===== src/rtl/mod_add_32_if.sv =====
// Request/response bundle for the byte-serial modular adder: operands and start in, result and status out.
interface mod_add_32_if;
    logic        start;
    logic [31:0] a;
    logic [31:0] b;
    logic [31:0] n;
    logic [31:0] result;
    logic        done;
    logic        busy;
    logic        err;

    modport master (
        output start, a, b, n,
        input  result, done, busy, err
    );

    modport slave (
        input  start, a, b, n,
        output result, done, busy, err
    );
endinterface


===== src/rtl/mod_add_32.sv =====
// Byte-serial (a + b) mod n: 8 cycles start->done, one op per 10 cycles; start ignored while busy (no queuing).
// Optional operand range check is enabled by defining MOD_ADD_RANGE_CHECK_EN.
module mod_add_32 (
    input  logic        clk,
    input  logic        rst,
    mod_add_32_if.slave bus
);

    typedef enum logic [1:0] {
        ST_IDLE = 2'd0,
        ST_ADD  = 2'd1,
        ST_SUB  = 2'd2,
        ST_DONE = 2'd3
    } state_t;

    state_t      r_state;
    state_t      w_state_nxt;

    logic [1:0]  r_idx;
    logic [31:0] r_a;
    logic [31:0] r_b;
    logic [31:0] r_n;
    logic [31:0] r_s;
    logic [31:0] r_d;
    logic [31:0] r_result;
    logic        r_carry;
    logic        r_borrow;
    logic        r_c32;

    logic [4:0]  w_bit_ofs;
    logic [7:0]  w_a_byte;
    logic [7:0]  w_b_byte;
    logic [7:0]  w_n_byte;
    logic [7:0]  w_s_byte;
    logic [8:0]  w_sum9;
    logic [8:0]  w_diff9;
    logic [31:0] w_d_full;
    logic [31:0] w_res_nxt;
    logic        w_sel_d;
    logic        w_start_acc;
    logic        w_last_byte;

    assign w_bit_ofs   = {r_idx, 3'b000};
    assign w_a_byte    = r_a[w_bit_ofs +: 8];
    assign w_b_byte    = r_b[w_bit_ofs +: 8];
    assign w_n_byte    = r_n[w_bit_ofs +: 8];
    assign w_s_byte    = r_s[w_bit_ofs +: 8];
    assign w_last_byte = (r_idx == 2'd3);
    assign w_start_acc = (r_state == ST_IDLE) && bus.start;

    assign w_sum9  = {1'b0, w_a_byte} + {1'b0, w_b_byte} + {8'd0, r_carry};
    assign w_diff9 = {1'b0, w_s_byte} - {1'b0, w_n_byte} - {8'd0, r_borrow};

    // Top byte of d is still combinational on the last SUB cycle, so splice it in here.
    assign w_d_full = {w_diff9[7:0], r_d[23:0]};
    assign w_sel_d  = r_c32 | ~w_diff9[8];

`ifdef MOD_ADD_RANGE_CHECK_EN
    logic r_viol;
    logic r_err;
    logic w_viol;

    assign w_viol    = (bus.n == 32'd0) || (bus.a >= bus.n) || (bus.b >= bus.n);
    assign w_res_nxt = r_viol ? 32'd0 : (w_sel_d ? w_d_full : r_s);

    always_ff @(posedge clk or posedge rst) begin
        if (rst) begin
            r_viol <= 1'b0;
            r_err  <= 1'b0;
        end else if (w_start_acc) begin
            r_viol <= w_viol;
            r_err  <= 1'b0;
        end else if ((r_state == ST_SUB) && w_last_byte) begin
            r_err  <= r_viol;
        end
    end

    assign bus.err = r_err;
`else
    assign w_res_nxt = w_sel_d ? w_d_full : r_s;
    assign bus.err   = 1'b0;
`endif

    always_ff @(posedge clk or posedge rst) begin
        if (rst) begin
            r_state <= ST_IDLE;
        end else begin
            r_state <= w_state_nxt;
        end
    end

    always_comb begin
        w_state_nxt = r_state;
        case (r_state)
            ST_IDLE: if (bus.start)  w_state_nxt = ST_ADD;
            ST_ADD:  if (w_last_byte) w_state_nxt = ST_SUB;
            ST_SUB:  if (w_last_byte) w_state_nxt = ST_DONE;
            ST_DONE: w_state_nxt = ST_IDLE;
            default: w_state_nxt = ST_IDLE;
        endcase
    end

    always_ff @(posedge clk or posedge rst) begin
        if (rst) begin
            r_idx    <= 2'd0;
            r_a      <= 32'd0;
            r_b      <= 32'd0;
            r_n      <= 32'd0;
            r_s      <= 32'd0;
            r_d      <= 32'd0;
            r_result <= 32'd0;
            r_carry  <= 1'b0;
            r_borrow <= 1'b0;
            r_c32    <= 1'b0;
        end else begin
            case (r_state)
                ST_IDLE: begin
                    if (bus.start) begin
                        r_a      <= bus.a;
                        r_b      <= bus.b;
                        r_n      <= bus.n;
                        r_carry  <= 1'b0;
                        r_borrow <= 1'b0;
                        r_idx    <= 2'd0;
                    end
                end
                ST_ADD: begin
                    r_s[w_bit_ofs +: 8] <= w_sum9[7:0];
                    r_carry             <= w_sum9[8];
                    r_idx               <= r_idx + 2'd1;
                    if (w_last_byte) begin
                        r_c32 <= w_sum9[8];
                    end
                end
                ST_SUB: begin
                    r_d[w_bit_ofs +: 8] <= w_diff9[7:0];
                    r_borrow            <= w_diff9[8];
                    r_idx               <= r_idx + 2'd1;
                    if (w_last_byte) begin
                        r_result <= w_res_nxt;
                    end
                end
                default: begin
                end
            endcase
        end
    end

    assign bus.result = r_result;
    assign bus.done   = (r_state == ST_DONE);
    assign bus.busy   = (r_state != ST_IDLE);

endmodule


===== src/flat_wrapper.sv =====
// flat-port wrapper written by rule: the top's interface ports become plain ports
module mod_add_32_flat 
  (clk, rst, bus_start, bus_a, bus_b, bus_n, bus_result, bus_done, bus_busy, bus_err);
  mod_add_32_if bus_i ();
  input  logic clk;
  input  logic rst;
  input wire logic [$bits(bus_i.start)-1:0] bus_start;
  input wire logic [$bits(bus_i.a)-1:0] bus_a;
  input wire logic [$bits(bus_i.b)-1:0] bus_b;
  input wire logic [$bits(bus_i.n)-1:0] bus_n;
  output wire logic [$bits(bus_i.result)-1:0] bus_result;
  output wire logic [$bits(bus_i.done)-1:0] bus_done;
  output wire logic [$bits(bus_i.busy)-1:0] bus_busy;
  output wire logic [$bits(bus_i.err)-1:0] bus_err;
  assign bus_i.start = bus_start;
  assign bus_i.a = bus_a;
  assign bus_i.b = bus_b;
  assign bus_i.n = bus_n;
  assign bus_result = bus_i.result;
  assign bus_done = bus_i.done;
  assign bus_busy = bus_i.busy;
  assign bus_err = bus_i.err;
  mod_add_32 u_core (.clk(clk), .rst(rst), .bus(bus_i));
endmodule

===== config.mk =====
export PLATFORM = sky130hd
export DESIGN_NAME = mod_add_32_flat
export DESIGN_NICKNAME = d
export VERILOG_FILES = /design/src/rtl/mod_add_32_if.sv /design/src/rtl/mod_add_32.sv /design/src/flat_wrapper.sv
export SDC_FILE = /design/constraint.sdc
export NUM_CORES = 1
export LEC_CHECK = 0
export CORE_UTILIZATION = 59
export CTS_CLUSTER_DIAMETER = 50
export CTS_CLUSTER_SIZE = 30
export DETAILED_ROUTE_END_ITERATION = 10
export MAX_ROUTING_LAYER = met4
export PLACE_DENSITY = 0.86
export SLEW_MARGIN = 20
export SYNTH_ARGS = -nofsm -noshare
export SYNTH_HDL_FRONTEND = slang
export SYNTH_SLANG_ARGS = --single-unit

===== constraint.sdc =====
create_clock -name clk -period 13.8 [get_ports clk]
set_clock_uncertainty 0.2 [all_clocks]
set_input_delay 1.38 -clock clk [delete_from_list [all_inputs] [get_ports clk]]
set_output_delay 1.38 -clock clk [all_outputs]
set_load 0.02 [all_outputs]

==> results.sh <==
export IMPL_outcome="completed"
export IMPL_fin_crit_sh_pct=32.82
export IMPL_worst_ep_required_time_ns=13.88
export IMPL_ant_nets=0
export IMPL_async_reset_ff_share_pct=100.0
export IMPL_nNetsFinal=979
export IMPL_synth_warnings=0
export IMPL_synth_area_leaders="dfrtp_1 (52%), mux2_2 (12%), mux4_2 (7.8%), ha_1 (3.9%), mux2i_1 (3.3%)"
export IMPL_cts_root_buffer="clkbuf_16"
export IMPL_cap_violations=0
export IMPL_routabilityCongestion=0.9292
export IMPL_r2r_setup_slack_ns=9.27
export IMPL_start_util_pct=60.48
export IMPL_synth_seq_cells=191
export IMPL_post_synth_top_area_fraction_pct=51.99
export IMPL_port_buffers=132
export IMPL_min_path_type="reg -> reg"
export IMPL_num_io_pins=134
export IMPL_wl_per_cell_um=19.57
export IMPL_yosysUniqueCellTypes=49
export IMPL_clock_sinks=191
export IMPL_hold_start="u_core.r_d[2]$_DFFE_PP0P_"
export IMPL_drc_errors=0
export IMPL_finalSetupViolations=0
export IMPL_slew_violations=0
export IMPL_drt_iter0_drc=424
export IMPL_grt_start_max_net_pins=116
export IMPL_diodes=0
export IMPL_hpwl_mm=14.71
export IMPL_synth_edf_count=0
export IMPL_die_w_um=126.8
export IMPL_max_freq_ghz=0.2208
export IMPL_grt_pass1_wl_mm=33.38
export IMPL_final_hold_violation_count=0
export IMPL_die_y_um=126.8
export IMPL_post_cts_setup_buffers=0
export IMPL_setup_tns_ns=0
export IMPL_yosysMostFrequentCell="dfrtp_1"
export IMPL_holdBufCountCts=0
export IMPL_min_path_cells=2
export IMPL_synth_main_ff_cell="dfrtp_1"
export IMPL_ys_seq_area_share_pct=51.99
export IMPL_grt_ovfl_total=0
export IMPL_antenna_found_initial=0
export IMPL_worst_slew_pin_slew_ns=0.9752
export IMPL_path_cells="buf_4 -> mux4_2 -> fa_1 -> fa_1 -> nor3b_2 -> nor4_1 -> nor4_4 -> buf_4 -> mux2i_1 -> a21oi_1"
export IMPL_rsz0062_at_grt="false"
export IMPL_yosysTopAreaCell="dfrtp_1"
export IMPL_cts_tree="done"
export IMPL_area_growth_pct=22.28
export IMPL_end_kind="register"
export IMPL_numCtsBuffers=17
export IMPL_crit_type="reg -> reg"
export IMPL_core_area_um2=15200
export IMPL_n_fill_cell=1001
export IMPL_relSlewSlack_pct=34.99
export IMPL_syn_area_per_cell_um2=12.58
export IMPL_cpPeakStageDelay_ns=0.59
export IMPL_ff2ff_path_depth=10
export IMPL_viasPerCell=6.014
export IMPL_dieArea_um2=16090
export IMPL_critPathSlowestCell="mux4_2"
export IMPL_cts_resized=0
export IMPL_drive_above_1_share_pct=20.26
export IMPL_worstSkewPairLatency_ns=0.43
export IMPL_start_kind="register"
export IMPL_synth_commonest_cells="dfrtp_1 (191), mux2_2 (97), nand2_1 (60)"
export IMPL_synthCells=731
export IMPL_synth_fp_nets=863
export IMPL_finalCriticalPeriod_ns=4.529
export IMPL_routed_via_count=6297
export IMPL_path_max_fanout=35
export IMPL_reg2reg_from="u_core.r_idx[0]$_DFFE_PP0P_"
export IMPL_grt_pass1_vias=6532
export IMPL_grt_usage_pct=28.02
export IMPL_reg2reg_to="u_core.bus.result[23]$_DFFE_PP0P_"
export IMPL_rows=45
export IMPL_holdPathEnd="u_core.r_d[2]$_DFFE_PP0P_"
export IMPL_synthesis_area_um2=9194
export IMPL_clk_pin_slew_ns=0.07
export IMPL_clock_path_buffers=2
export IMPL_first_pass_iters=5
export IMPL_cts_htree_levels=4
export IMPL_worstPathArrival_ns=4.61
export IMPL_drt_wl_total_mm=20.49
logic make-up after synthesis:
group                    after synthesis  synth area share (%)
AND/OR/NAND/NOR                      131                 6.342
flip-flops                           191                 51.99
multiplexers                         159                 22.99
XOR/XNOR                              11                 1.048
other                                  1               0.04079
AO/OA/AOI/OAI                        135                 9.581
buffers and inverters                 70                 3.198
adder cells (fa/ha/maj)               33                 4.818
area by class of cell:
class                      instances  area, µm²  area share [%]
clock buffer                      19      452.9           4.029
clock inverter                    12      158.9           1.413
inverter                          31      123.9           1.102
multi-input combinational        470       4139           36.82
sequential                       191       4781           42.53
tap                              188      235.2           2.092
timing repair buffer             136       1351           12.02
registers in the layout, indices dropped and copies added (netlist names):
register,count
u_core.bus.result,32
u_core.r_a,32
u_core.r_b,32
u_core.r_borrow,1
u_core.r_c32,1
u_core.r_carry,1
u_core.r_d,24
u_core.r_idx,2
u_core.r_n,32
u_core.r_s,32
u_core.r_state,2
cells in the final DEF (no fill, tap or decap), drive strengths merged, types with 4 or more instances in the layout:
master         instances
clkbuf                19
ha                    29
buf                    4
mux2i                 30
nor3                   4
clkdlybuf4s50        132
clkinv                 5
xor2                   6
a22o                  25
xnor2                  5
inv                   33
a21oi                 41
mux4                  32
nand3                  7
mux2                  97
nand2                 60
fa                     4
o31ai                 12
nor2                  39
nand2b                 6
dfrtp                191
o21ai                 35
critical path: cells and delay by family (launching register included):
family	cells	cell delay (ns)
buffers and inverters	2	1.06
adders and majority gates	2	0.90
muxes	2	0.88
and+or+nand+nor	3	0.66
DFF	1	0.55
AOI/OAI and AO/OA	1	0.09
per-layer routing:
layer / up-vias / global-route usage [%] / part of all wire (%)
li1: 2868 / - / -
met1: 3122 / 35.83 / 43
met2: 256 / 44.02 / 49
met3: 51 / 4.724 / 5.2
met4: 0 / 13.38 / 3.1
met5: - / - / 0
worst max path at each step:
stage	end	slack (ns)	cells after the start	start
after CTS	u_core.bus.result[0]$_DFFE_PP0P_	9.19	10	u_core.r_idx[0]$_DFFE_PP0P_
after global placement	u_core.bus.result[29]$_DFFE_PP0P_	9.38	10	u_core.r_idx[0]$_DFFE_PP0P_
after global routing	u_core.bus.result[29]$_DFFE_PP0P_	9.01	10	u_core.r_idx[0]$_DFFE_PP0P_
after floorplan	u_core.bus.result[0]$_DFFE_PP0P_	7.02	1	rst
final	u_core.bus.result[23]$_DFFE_PP0P_	9.27	10	u_core.r_idx[0]$_DFFE_PP0P_
after detailed placement	u_core.bus.result[0]$_DFFE_PP0P_	9.24	10	u_core.r_idx[0]$_DFFE_PP0P_
through the flow:
step                setup slack [ns]  hold WS (ns)  instance area [µm²]  instances  util [%]
CTS                            9.192        0.2890                11230       1047     73.87
finish                         9.271        0.2940                11240       1047     73.95
floorplan                      7.021        0.2483                 9194        731         -
detailed placement             9.238        0.2730                10620       1016     69.84
global placement               9.377        0.2628                10620       1016     69.84
global route                   9.008        0.3074                11240       1047     73.95
Power is not shown: default switching activity piles up to over one toggle a cycle in this logic, so the estimate is an artifact.
